### src/rtl/reg_pkg.sv
// rtl/reg_pkg.sv - shared types and default widths for the register readout serializer
//
// Purpose : holds the readout FSM state encoding and the default word/symbol
//           widths used as parameter defaults by reg_readout_ser and sym_shift_reg.
// Ports   : none (package)

package reg_pkg;

   localparam int DATA_W_DEF = 64;
   localparam int SYM_W_DEF  = 8;

   typedef enum logic [1:0] {
      IDLE = 2'd0,
      SEND = 2'd1,
      DONE = 2'd2
   } state_t;

endpackage

### src/rtl/sym_shift_reg.sv
// rtl/sym_shift_reg.sv - word capture register that shifts one symbol per enable
//
// Purpose : captures a DATA_W word on load and moves it SYM_W bits toward the
//           output end on each shift, presenting the current symbol combinationally.
// Ports   : clk    - clock, rising edge
//           rst    - synchronous active-low reset, clears the register
//           load   - capture d_in (takes priority over shift)
//           shift  - advance by one symbol
//           d_in   - word to capture
//           sym    - symbol currently at the output end (not gated by valid)

module sym_shift_reg
   import reg_pkg::*;
#(
   parameter int DATA_W    = DATA_W_DEF,
   parameter int SYM_W     = SYM_W_DEF,
   parameter int LSB_FIRST = 1
) (
   input  logic              clk,
   input  logic              rst,
   input  logic              load,
   input  logic              shift,
   input  logic [DATA_W-1:0] d_in,
   output logic [SYM_W-1:0]  sym
);

   logic [DATA_W-1:0] sh_q;

   generate
      if (LSB_FIRST != 0) begin : g_lsb
         // Output end is the low symbol; shifting right brings the next one down.
         always_ff @(posedge clk) begin
            if (!rst) begin
               sh_q <= '0;
            end else if (load) begin
               sh_q <= d_in;
            end else if (shift) begin
               sh_q <= sh_q >> SYM_W;
            end
         end
         assign sym = sh_q[SYM_W-1:0];
      end else begin : g_msb
         // Output end is the high symbol; shifting left brings the next one up.
         always_ff @(posedge clk) begin
            if (!rst) begin
               sh_q <= '0;
            end else if (load) begin
               sh_q <= d_in;
            end else if (shift) begin
               sh_q <= sh_q << SYM_W;
            end
         end
         assign sym = sh_q[DATA_W-1 -: SYM_W];
      end
   endgenerate

endmodule

### src/rtl/reg_readout_ser.sv
// rtl/reg_readout_ser.sv - serializes a captured register word into ready/valid symbols
//
// Purpose : on start, captures d_in and emits it as N = DATA_W/SYM_W symbols with
//           valid/ready handshaking, flags the last symbol, pulses done after the
//           final accepted symbol, and supports abort of an in-progress transfer.
// Ports   : clk       - clock, rising edge
//           rst       - synchronous active-low reset
//           start     - capture d_in and begin a transfer (honoured in IDLE only)
//           d_in      - register word to read out
//           abort     - cancel the transfer (honoured in SEND only)
//           sym_ready - downstream accepts sym_out this cycle
//           sym_out   - current symbol, zero when sym_valid is low
//           sym_valid - sym_out holds a valid symbol
//           sym_last  - current symbol is the final one
//           busy      - transfer in progress
//           done      - one-cycle pulse after the final symbol is accepted

module reg_readout_ser
   import reg_pkg::*;
#(
   parameter int DATA_W    = DATA_W_DEF,
   parameter int SYM_W     = SYM_W_DEF,
   parameter int LSB_FIRST = 1
) (
   input  logic              clk,
   input  logic              rst,
   input  logic              start,
   input  logic [DATA_W-1:0] d_in,
   input  logic              abort,
   input  logic              sym_ready,
   output logic [SYM_W-1:0]  sym_out,
   output logic              sym_valid,
   output logic              sym_last,
   output logic              busy,
   output logic              done
);

   localparam int N     = DATA_W / SYM_W;
   // Keep the counter at least one bit wide so a single-symbol word still elaborates.
   localparam int CNT_W = (N > 1) ? $clog2(N) : 1;
   localparam logic [CNT_W-1:0] LAST_IDX = CNT_W'(N - 1);

   state_t           state_q;
   state_t           state_d;
   logic [CNT_W-1:0] cnt_q;
   logic             load;
   logic             shift;
   logic             cnt_inc;
   logic             at_last;
   logic [SYM_W-1:0] sym_raw;

   assign at_last = (cnt_q == LAST_IDX);

   always_ff @(posedge clk) begin
      if (!rst) begin
         state_q <= IDLE;
      end else begin
         state_q <= state_d;
      end
   end

   always_comb begin
      state_d = state_q;
      load    = 1'b0;
      shift   = 1'b0;
      cnt_inc = 1'b0;
      case (state_q)
         IDLE: begin
            if (start) begin
               load    = 1'b1;
               state_d = SEND;
            end
         end
         SEND: begin
            // Abort wins over a transfer that happens in the same cycle.
            if (abort) begin
               state_d = IDLE;
            end else if (sym_ready) begin
               if (at_last) begin
                  state_d = DONE;
               end else begin
                  shift   = 1'b1;
                  cnt_inc = 1'b1;
               end
            end
         end
         DONE: begin
            state_d = IDLE;
         end
         default: begin
            state_d = IDLE;
         end
      endcase
   end

   always_ff @(posedge clk) begin
      if (!rst) begin
         cnt_q <= '0;
      end else if (load) begin
         cnt_q <= '0;
      end else if (cnt_inc) begin
         cnt_q <= cnt_q + CNT_W'(1);
      end
   end

   sym_shift_reg #(
      .DATA_W    (DATA_W),
      .SYM_W     (SYM_W),
      .LSB_FIRST (LSB_FIRST)
   ) u_shift (
      .clk   (clk),
      .rst   (rst),
      .load  (load),
      .shift (shift),
      .d_in  (d_in),
      .sym   (sym_raw)
   );

   assign sym_valid = (state_q == SEND);
   assign sym_last  = sym_valid && at_last;
   assign busy      = (state_q != IDLE);
   assign done      = (state_q == DONE);
   // The register keeps stale data after abort/done; gate it so the bus idles at zero.
   assign sym_out   = sym_valid ? sym_raw : '0;

endmodule
### config.mk
export PLATFORM = sky130hd
export DESIGN_NAME = reg_readout_ser
export DESIGN_NICKNAME = d
export VERILOG_FILES = /design/src/rtl/reg_pkg.sv /design/src/rtl/sym_shift_reg.sv /design/src/rtl/reg_readout_ser.sv
export SDC_FILE = /design/constraint.sdc
export NUM_CORES = 1
export LEC_CHECK = 0
export ABC_CLOCK_PERIOD_IN_PS = 5400
export CAP_MARGIN = 10
export CORE_MARGIN = 4
export CORE_UTILIZATION = 54
export CTS_BUF_LIST = sky130_fd_sc_hd__clkbuf_8
export CTS_CLUSTER_SIZE = 10
export DETAILED_ROUTE_END_ITERATION = 10
export PLACE_DENSITY = 0.87
export SYNTH_ARGS = -nofsm -noshare
export SYNTH_HDL_FRONTEND = slang
export SYNTH_SLANG_ARGS = --single-unit
### constraint.sdc
create_clock -name clk -period 5.4 [get_ports clk]
set_clock_uncertainty 0.2 [all_clocks]
set_input_delay 0.81 -clock clk [delete_from_list [all_inputs] [get_ports clk]]
set_output_delay 0.81 -clock clk [all_outputs]
set_load 0.02 [all_outputs]
==> results of run 1 <==
==> state kept, by name, indices dropped and copies added, names as in the netlist <==
| register | count |
|---|---|
| u_shift.sh_q | 64 |
| cnt_q | 3 |
| state_q | 2 |
==> critical path: stages, from the launching register on <==
cell and delay (ns):
dfxtp_1 0.44, nor2b_1 0.42, and2_1 0.20, clkdlybuf4s50_1 0.60
==> metal layers <==
metal / global-route usage / share of wire / vias to the layer above
li1: - / - / 1578
met1: 0.3307 / 0.42 / 1565
met2: 0.3824 / 0.48 / 163
met3: 0.04122 / 0.068 / 20
met4: 0.1151 / 0.026 / 0
met5: 0 / 0 / -
==> synth_stat cells <==
cell type,count,area (µm²)
nand2_1,9,33.78
nor3b_2,1,12.51
buf_1,2,7.510
a21oi_1,60,300.3
a21boi_0,8,60.06
nand3_1,3,15.01
and2b_1,1,7.510
nor2b_1,2,12.51
or2_2,1,6.260
o21ai_0,115,575.6
o211ai_1,8,60.06
nor3b_1,1,7.510
and2_1,9,56.30
or3b_1,1,8.760
buf_2,5,25.02
nor2_1,1,3.750
nand2b_1,1,6.260
dfxtp_1,69,1381
o21a_1,1,7.510
ha_1,2,25.02
buf_6,2,22.52
clkbuf_1,40,150.1
a31oi_1,56,350.3
or3b_2,1,8.760
or3_1,1,6.260
==> how the worst max path moves through the flow <==
stage | start | to | cells after the start
after detailed placement | sym_ready | u_shift.sh_q[40] | 4
after floorplan | abort | cnt_q[0] | 5
after global routing | state_q[0] | sym_out[0] | 3
after global placement | sym_ready | u_shift.sh_q[46] | 4
final | state_q[0] | sym_out[0] | 3
after CTS | state_q[0] | sym_out[0] | 3
==> kinds of logic (layout without fill, tap and decap cells) <==
group | count (synthesis) | in the layout | synth area share
fa+ha+maj | 2 | 2 | 0.007942
compound gates | 248 | 248 | 0.4297
simple gates | 32 | 32 | 0.05878
flops | 69 | 69 | 0.4384
buf+inv | 49 | 100 | 0.06513
==> power breakdown <==
part	internal [W]	total, W	switching, W	leakage [nW]
Sequential	0.000549	0.000572	0.0000233	0.571
Clock	0.000185	0.000364	0.000179	0.104
Combinational	0.0000913	0.000194	0.000103	0.722
==> cell type report <==
| type | count | area, µm² | share of cell area |
|---|---|---|---|
| Clock buffer | 11 | 151.4 | 0.03730 |
| Clock inverter | 5 | 20.02 | 0.004932 |
| Multi-Input combinational cell | 282 | 1585 | 0.3906 |
| Sequential cell | 69 | 1381 | 0.3403 |
| Tap cell | 72 | 90.09 | 0.02219 |
| Timing Repair Buffer | 84 | 830.8 | 0.2047 |
==> stage by stage <==
stage	hold WS [ns]	util	setup WS, ns	power, W	area [µm²]
global route	0.2888	0.7282	2.312	0.001178	4059
finish	0.2714	0.7282	2.403	0.001131	4059
floorplan	0.2427	-	3.260	0.0006883	3151
CTS	0.2712	0.7282	2.405	0.001131	4059
detailed placement	0.2614	0.6974	2.329	0.0007728	3887
global placement	0.2538	0.6974	2.345	0.0007658	3887
==> impl_metrics.env, run 1 <==
export IMPL_outcome="completed"
export IMPL_drv_cap=0
export IMPL_die_w_um=84.38
export IMPL_whs_endpoint="u_shift.sh_q[0]"
export IMPL_synth_cell_type_count=25
export IMPL_synthCells=400
export IMPL_hp_class="register to register"
export IMPL_r2r_start="cnt_q[0]"
export IMPL_worstPathArrival_ns=1.99
export IMPL_placementRows=27
export IMPL_initialDrtViolationCount=488
export IMPL_worst_setup_path_start_kind="register"
export IMPL_timing_worst_setup_path_type="register to output pin"
export IMPL_dr_pass1_iters=5
export IMPL_max_freq_mhz=333.6
export IMPL_r2r_end="cnt_q[0]"
export IMPL_finalSetupTns_ns=0
export IMPL_grt_overflow=0
export IMPL_nets=517
export IMPL_drive_above_1_share=0.04878
export IMPL_cp_required_ns=4.39
export IMPL_placedCellCount=507
export IMPL_p_leak_nw=1.398
export IMPL_clk_pin_slew_worst_paths_ns=0.07
export IMPL_nFillCells=453
export IMPL_io_buffers=80
export IMPL_drcViolationCount=0
export IMPL_ctsHoldBuffers=0
export IMPL_final_common_cell="o21ai_0"
export IMPL_path_max_fanout=10
export IMPL_max_slew_margin=0.1460
export IMPL_grt_max_degree=71
export IMPL_grt_pass1_vias=3040
export IMPL_mostFrequentLayoutCells="115 x o21ai_0, 80 x clkdlybuf4s50_1, 69 x dfxtp_1"
export IMPL_numCtsBuffers=9
export IMPL_core_area_um2=5574
export IMPL_insertion_delay_ns=0.33
export IMPL_ant_nets=0
export IMPL_r2r_cells=5
export IMPL_cts_tree="done"
export IMPL_worstMarginPinSlew_ns=1.278
export IMPL_cts_root_buf="clkbuf_8"
export IMPL_worstSetupEndpointType="output pin"
export IMPL_period_minus_slack_ns=2.997
export IMPL_cts_htree_levels=3
export IMPL_r2r_slack_ns=2.85
export IMPL_syn_avg_cell_area_um2=7.876
export IMPL_place_hpwl_um=5463
export IMPL_peakVddDrop_mv=0.1553
export IMPL_avgViaCountPerCell=6.359
export IMPL_setup_viol=0
export IMPL_area_growth_pct=28.83
export IMPL_grt_antenna_before_repair=0
export IMPL_antennaDiodeCount=0
export IMPL_cts_resized=0
export IMPL_die_h_um=84.38
export IMPL_grt_first_pass_wirelength_um=14460
export IMPL_worst_hold_path_num_cells=2
export IMPL_via_count=3326
export IMPL_syn_nets=471
export IMPL_clock_sinks=69
export IMPL_routedWlPerCell_um=17.10
export IMPL_cts_setup_buffers=0
export IMPL_clock_path_buffers=2
export IMPL_routed_wl_um=8943
export IMPL_syn_area_um2=3151
export IMPL_rsz0062_at_grt="false"
export IMPL_track_usage=0.2449
export IMPL_finalNonFillerCells=523
export IMPL_die_area_um2=7120
export IMPL_initial_core_util=0.5652
export IMPL_yosys_warnings=0
export IMPL_slew_viol_final=0
export IMPL_pin_count=81
export IMPL_cellPowerDensity_nw_per_um2=278.5
export IMPL_gp_congestion=0.8203
export IMPL_ys_ff_latch=69
export IMPL_ys_seq_area_frac=0.4384
export IMPL_hold_violations=0
export IMPL_hold_path_startpoint="u_shift.sh_q[0]"
export IMPL_min_period_over_period=0.5551
Power figures use the tool's default switching activity.
==> run 2: changes to the inputs <==
--- a/config.mk
+++ b/config.mk
@@ -5,14 +5,14 @@
 export SDC_FILE = /design/constraint.sdc
 export NUM_CORES = 1
 export LEC_CHECK = 0
-export ABC_CLOCK_PERIOD_IN_PS = 5400
+export ABC_CLOCK_PERIOD_IN_PS = 2500
 export CAP_MARGIN = 10
 export CORE_MARGIN = 4
-export CORE_UTILIZATION = 54
+export CORE_UTILIZATION = 46
 export CTS_BUF_LIST = sky130_fd_sc_hd__clkbuf_8
 export CTS_CLUSTER_SIZE = 10
 export DETAILED_ROUTE_END_ITERATION = 10
-export PLACE_DENSITY = 0.87
+export PLACE_DENSITY = 0.79
 export SYNTH_ARGS = -nofsm -noshare
 export SYNTH_HDL_FRONTEND = slang
 export SYNTH_SLANG_ARGS = --single-unit
==> constraint.sdc (replaced) <==
create_clock -name clk -period 2.5 [get_ports clk]
set_clock_uncertainty 0.2 [all_clocks]
set_input_delay 0.375 -clock clk [delete_from_list [all_inputs] [get_ports clk]]
set_output_delay 0.375 -clock clk [all_outputs]
set_load 0.02 [all_outputs]
==> impl_metrics.env, run 2 (synthesis results as in run 1) <==
export IMPL_outcome="completed"
export IMPL_path_buf_inv=1
export IMPL_placedCellCount=520
export IMPL_nFillCells=519
export IMPL_worstMarginPinSlew_ns=0.4942
export IMPL_cts_htree_levels=3
export IMPL_cts_root_buf="clkbuf_8"
export IMPL_worst_hold_path_num_cells=2
export IMPL_cts_setup_buffers=0
export IMPL_peakVddDrop_mv=0.3041
export IMPL_initial_core_util=0.4851
export IMPL_period_minus_slack_ns=2.398
export IMPL_hold_slack_ns=0.2777
export IMPL_clock_path_buffers=2
export IMPL_place_hpwl_um=5561
export IMPL_ant_nets=0
export IMPL_insertion_delay_ns=0.34
export IMPL_slew_viol_final=0
export IMPL_critical_path_max_stage_delay_ns=0.60
export IMPL_r2r_start="state_q[1]"
export IMPL_hold_path_startpoint="u_shift.sh_q[5]"
export IMPL_grt_overflow=0
export IMPL_timing_worst_setup_path_type="register to output pin"
export IMPL_switching_share=0.2513
export IMPL_slowest_stage="clkdlybuf4s50_1"
export IMPL_routedWlPerCell_um=16.05
export IMPL_p_sw_w=0.0006919
export IMPL_mostFrequentLayoutCells="115 x o21ai_0, 80 x clkdlybuf4s50_1, 69 x dfxtp_1"
export IMPL_whs_endpoint="u_shift.sh_q[5]"
export IMPL_grt_pass1_vias=2956
export IMPL_antennaDiodeCount=0
export IMPL_track_usage=0.2107
export IMPL_cp_required_ns=1.92
export IMPL_via_count=3279
export IMPL_worstPathArrival_ns=1.82
export IMPL_clock_sinks=69
export IMPL_pin_count=81
export IMPL_hp_class="register to register"
export IMPL_pwr_share_seq=0.447
export IMPL_dr_pass1_iters=6
export IMPL_pwr_share_comb=0.160
export IMPL_rsz0062_at_grt="false"
export IMPL_drv_cap=0
export IMPL_area_growth_pct=34.95
export IMPL_p_leak_nw=1.470
export IMPL_avgViaCountPerCell=6.118
export IMPL_clk_pin_slew_worst_paths_ns=0.07
export IMPL_final_common_cell="o21ai_0"
export IMPL_r2r_cells=4
export IMPL_routed_wl_um=8602
export IMPL_intPower_w=0.002061
export IMPL_numCtsBuffers=9
export IMPL_max_freq_mhz=417.1
export IMPL_reg_top3="u_shift.sh_q (64), cnt_q (3), state_q (2)"
export IMPL_grt_max_degree=68
export IMPL_r2r_end="u_shift.sh_q[15]"
export IMPL_drcViolationCount=0
export IMPL_final_util=0.6546
export IMPL_p_clk_frac=0.393
export IMPL_die_area_um2=8237
export IMPL_hold_violations=0
export IMPL_crit_family="buffers and inverters"
export IMPL_setup_viol=0
export IMPL_dpl_instance_area_um2=4004
export IMPL_io_buffers=80
export IMPL_finalSetupTns_ns=0
export IMPL_largest_reg_flops=64
export IMPL_core_area_um2=6495
export IMPL_gp_congestion=0.8176
export IMPL_die_h_um=90.76
export IMPL_path_cells="ha_1 > ha_2 > and2_1 > clkdlybuf4s50_1"
export IMPL_r2r_slack_ns=0.46
export IMPL_max_slew_margin=0.6706
export IMPL_initialDrtViolationCount=296
export IMPL_finalNonFillerCells=536
export IMPL_die_w_um=90.76
export IMPL_ctsHoldBuffers=0
export IMPL_worstSetupEndpointType="output pin"
export IMPL_final_cell_area_um2=4252
export IMPL_drive_above_1_share=0.08061
export IMPL_path_max_fanout=5
export IMPL_min_period_over_period=0.9591
export IMPL_cts_tree="done"
export IMPL_largest_register="u_shift.sh_q"
export IMPL_worst_setup_path_start_kind="register"
export IMPL_nets=525
export IMPL_placementRows=29
export IMPL_grt_antenna_before_repair=0
export IMPL_cellPowerDensity_nw_per_um2=647.6
export IMPL_grt_first_pass_wirelength_um=14390
-- run 2: cell type report --
type | count | area (µm²) | share of cell area
timing repair buffer | 92 | 940.9 | 0.2213
clock inverter | 7 | 113.9 | 0.02678
multi-input combinational | 282 | 1595 | 0.3752
tap | 77 | 96.34 | 0.02266
clock buffer | 9 | 123.9 | 0.02913
sequential | 69 | 1381 | 0.3249
-- run 2: worst max path at each step --
stage	from	to	slack (ns)	cells after the start
4_1_cts	cnt_q[0]	sym_last	0.02	4
5_1_grt	cnt_q[0]	sym_last	0.009	4
3_3_place_gp	abort	u_shift.sh_q[27]	0.18	5
2_1_floorplan	cnt_q[0]	u_shift.sh_q[19]	0.62	7
6_report	cnt_q[0]	sym_last	0.10	4
3_5_place_dp	abort	u_shift.sh_q[41]	0.10	5
-- run 2: power groups by stage --
stage / combinational, W / clock (W) / sequential (W)
2_1_floorplan: 0.000250 / 0 / 0.00124
3_3_place_gp: 0.000431 / 0 / 0.00125
3_5_place_dp: 0.000436 / 0 / 0.00125
4_1_cts: 0.000441 / 0.00109 / 0.00123
5_1_grt: 0.000494 / 0.00113 / 0.00124
6_report: 0.000442 / 0.00108 / 0.00123
-- run 2: worst min-delay path: stages, from the launching register on --
cell,delay [ns]
dfxtp_1,0.31
o21ai_0,0.07
a21oi_1,0.06
-- run 2: per-stage QoR --
| step | power (W) | setup slack (ns) |
|---|---|---|
| after floorplan | 0.001487 | 0.6247 |
| after global placement | 0.001680 | 0.1820 |
| after detailed placement | 0.001689 | 0.1030 |
| after CTS | 0.002758 | 0.02480 |
| after global routing | 0.002863 | 0.009185 |
| final | 0.002753 | 0.1023 |
-- run 2: per-layer routing --
metal	up-vias	global-route usage	routed length, µm
li1	1595	-	-
met1	1544	0.2946	3890
met2	125	0.3175	4000
met3	15	0.03500	520
met4	0	0.09439	191
met5	-	0	0
-- run 2: repair_timing --
action,4_1_cts,5_1_grt
endpoints found under the hold margin,0,0
endpoints found under the setup margin,10,1
gates resized for setup,2,1
pin swaps,0,0
gates cloned,0,0
==> run 3: changes to the inputs <==
--- a/config.mk
+++ b/config.mk
@@ -5,14 +5,15 @@
 export SDC_FILE = /design/constraint.sdc
 export NUM_CORES = 1
 export LEC_CHECK = 0
-export ABC_CLOCK_PERIOD_IN_PS = 2500
+export ABC_CLOCK_PERIOD_IN_PS = 2600
 export CAP_MARGIN = 10
 export CORE_MARGIN = 4
-export CORE_UTILIZATION = 46
+export CORE_UTILIZATION = 50
 export CTS_BUF_LIST = sky130_fd_sc_hd__clkbuf_8
 export CTS_CLUSTER_SIZE = 10
 export DETAILED_ROUTE_END_ITERATION = 10
-export PLACE_DENSITY = 0.79
+export GPL_ROUTABILITY_DRIVEN = 0
+export PLACE_DENSITY = 0.82
 export SYNTH_ARGS = -nofsm -noshare
 export SYNTH_HDL_FRONTEND = slang
 export SYNTH_SLANG_ARGS = --single-unit
==> constraint.sdc (replaced) <==
create_clock -name clk -period 2.6 [get_ports clk]
set_clock_uncertainty 0.2 [all_clocks]
set_input_delay 0.39 -clock clk [delete_from_list [all_inputs] [get_ports clk]]
set_output_delay 0.39 -clock clk [all_outputs]
set_load 0.02 [all_outputs]
==> impl_metrics.env, run 3 (synthesis results as in run 1) <==
export IMPL_outcome="completed"
export IMPL_largest_register="u_shift.sh_q"
export IMPL_min_period_over_period=0.9462
export IMPL_via_count=3285
export IMPL_critical_path_max_stage_delay_ns=0.60
export IMPL_cp_required_ns=2.01
export IMPL_io_buffers=80
export IMPL_period_minus_slack_ns=2.460
export IMPL_p_sw_w=0.0006595
export IMPL_routedWlPerCell_um=16.78
export IMPL_max_slew_margin=0.6396
export IMPL_nFillCells=504
export IMPL_drive_above_1_share=0.06987
export IMPL_rsz0062_at_grt="false"
export IMPL_path_max_fanout=5
export IMPL_insertion_delay_ns=0.34
export IMPL_routed_wl_um=8944
export IMPL_dpl_instance_area_um2=3981
export IMPL_final_cell_area_um2=4195
export IMPL_grt_max_degree=68
export IMPL_ant_nets=0
export IMPL_antennaDiodeCount=0
export IMPL_worstMarginPinSlew_ns=0.5405
export IMPL_hp_class="register to register"
export IMPL_numCtsBuffers=9
export IMPL_path_buf_inv=1
export IMPL_final_common_cell="o21ai_0"
export IMPL_setup_viol=0
export IMPL_cts_root_buf="clkbuf_8"
export IMPL_worstSetupEndpointType="output pin"
export IMPL_max_freq_mhz=406.5
export IMPL_place_hpwl_um=5600
export IMPL_cts_htree_levels=3
export IMPL_crit_family="buffers and inverters"
export IMPL_pwr_share_comb=0.168
export IMPL_path_cells="ha_1 > ha_1 > and2_1 > clkdlybuf4s50_1"
export IMPL_mostFrequentLayoutCells="115 x o21ai_0, 80 x clkdlybuf4s50_1, 69 x dfxtp_1"
export IMPL_placedCellCount=517
export IMPL_ctsHoldBuffers=0
export IMPL_area_growth_pct=33.16
export IMPL_intPower_w=0.001873
export IMPL_grt_overflow=0
export IMPL_pwr_share_seq=0.468
export IMPL_grt_first_pass_wirelength_um=14190
export IMPL_reg_top3="u_shift.sh_q (64), cnt_q (3), state_q (2)"
export IMPL_p_leak_nw=1.455
export IMPL_hold_violations=0
export IMPL_peakVddDrop_mv=0.3383
export IMPL_dr_pass1_iters=5
export IMPL_grt_pass1_vias=2951
export IMPL_cts_tree="done"
export IMPL_core_area_um2=6026
export IMPL_switching_share=0.2604
export IMPL_clock_sinks=69
export IMPL_slew_viol_final=0
export IMPL_track_usage=0.2352
export IMPL_drv_cap=0
export IMPL_clock_path_buffers=2
export IMPL_pin_count=81
export IMPL_grt_antenna_before_repair=0
export IMPL_slowest_stage="clkdlybuf4s50_1"
export IMPL_placementRows=28
export IMPL_avgViaCountPerCell=6.163
export IMPL_die_area_um2=7635
export IMPL_initialDrtViolationCount=300
export IMPL_path_common_cell="ha_1"
export IMPL_finalSetupTns_ns=0
export IMPL_finalNonFillerCells=533
export IMPL_timing_worst_setup_path_type="register to output pin"
export IMPL_nets=524
export IMPL_die_w_um=87.38
export IMPL_p_clk_frac=0.365
export IMPL_initial_core_util=0.5228
export IMPL_largest_reg_flops=64
export IMPL_clk_pin_slew_worst_paths_ns=0.07
export IMPL_worst_setup_path_start_kind="register"
export IMPL_worstPathArrival_ns=1.87
export IMPL_die_h_um=87.38
export IMPL_drcViolationCount=0
export IMPL_cellPowerDensity_nw_per_um2=603.7
-- run 3: changes by cell type in the layout (fill, tap and decap cells not counted), sizes merged --
cell	delta
inv	+2
buf	-1
bufinv	-1
clkinv	-1
-- run 3: final cells by class --
cell class	count	area, µm²	area share
Multi-Input combinational cell	282	1593	0.3797
Sequential cell	69	1381	0.3293
Timing Repair Buffer	91	920.9	0.2195
Clock buffer	9	123.9	0.02953
Tap cell	75	93.84	0.02237
Clock inverter	7	82.58	0.01968
-- run 3: metal layers --
layer | wire length [µm] | track usage | share of wire | vias to the layer above
met5 | 0 | 0 | 0 | -
met4 | 265 | 0.1116 | 0.030 | 0
met3 | 683 | 0.05298 | 0.076 | 22
met2 | 4106 | 0.3452 | 0.46 | 158
met1 | 3889 | 0.3254 | 0.43 | 1512
li1 | - | - | - | 1593
-- run 3: worst paths after layout --
path	start	endpoint	slack, ns	depth (start not counted)
max	cnt_q[0]	sym_last	0.14	4
min	u_shift.sh_q[37]	u_shift.sh_q[37]	0.28	2
max reg2reg	cnt_q[0]	u_shift.sh_q[18]	0.53	6
min reg2reg	u_shift.sh_q[37]	u_shift.sh_q[37]	0.28	2
-- run 3: stage by stage --
stage | worst slack [ns] | power, W | hold slack [ns] | utilization
6_report | 0.1399 | 0.002533 | 0.2765 | 0.6962
5_1_grt | 0.02955 | 0.002630 | 0.2906 | 0.6962
4_1_cts | 0.1007 | 0.002535 | 0.2723 | 0.6954
3_5_place_dp | 0.2611 | 0.001623 | 0.2636 | 0.6607
3_3_place_gp | 0.2992 | 0.001613 | 0.2538 | 0.6607
2_1_floorplan | 0.7247 | 0.001430 | 0.2427 | -
-- run 3: tightest hold or removal path, stage by stage, from the launching register on --
cell and delay, ns:
dfxtp_1 0.31, o21ai_0 0.07, a21oi_1 0.06
-- run 3: what timing repair did --
action | 4_1_cts | 5_1_grt
gates resized for setup | 1 | 1
cloned | 0 | 0
setup buffers | 0 | 0
setup endpoints to repair | 9 | 9
-- run 3: power by group through the flow --
stage                     logic (W)  registers, W  clock network [W]
after global placement     0.000411       0.00120                  0
after global routing       0.000471       0.00119           0.000968
after detailed placement   0.000419       0.00120                  0
after floorplan            0.000240       0.00119                  0
final                      0.000424       0.00118           0.000924
after CTS                  0.000422       0.00118           0.000931
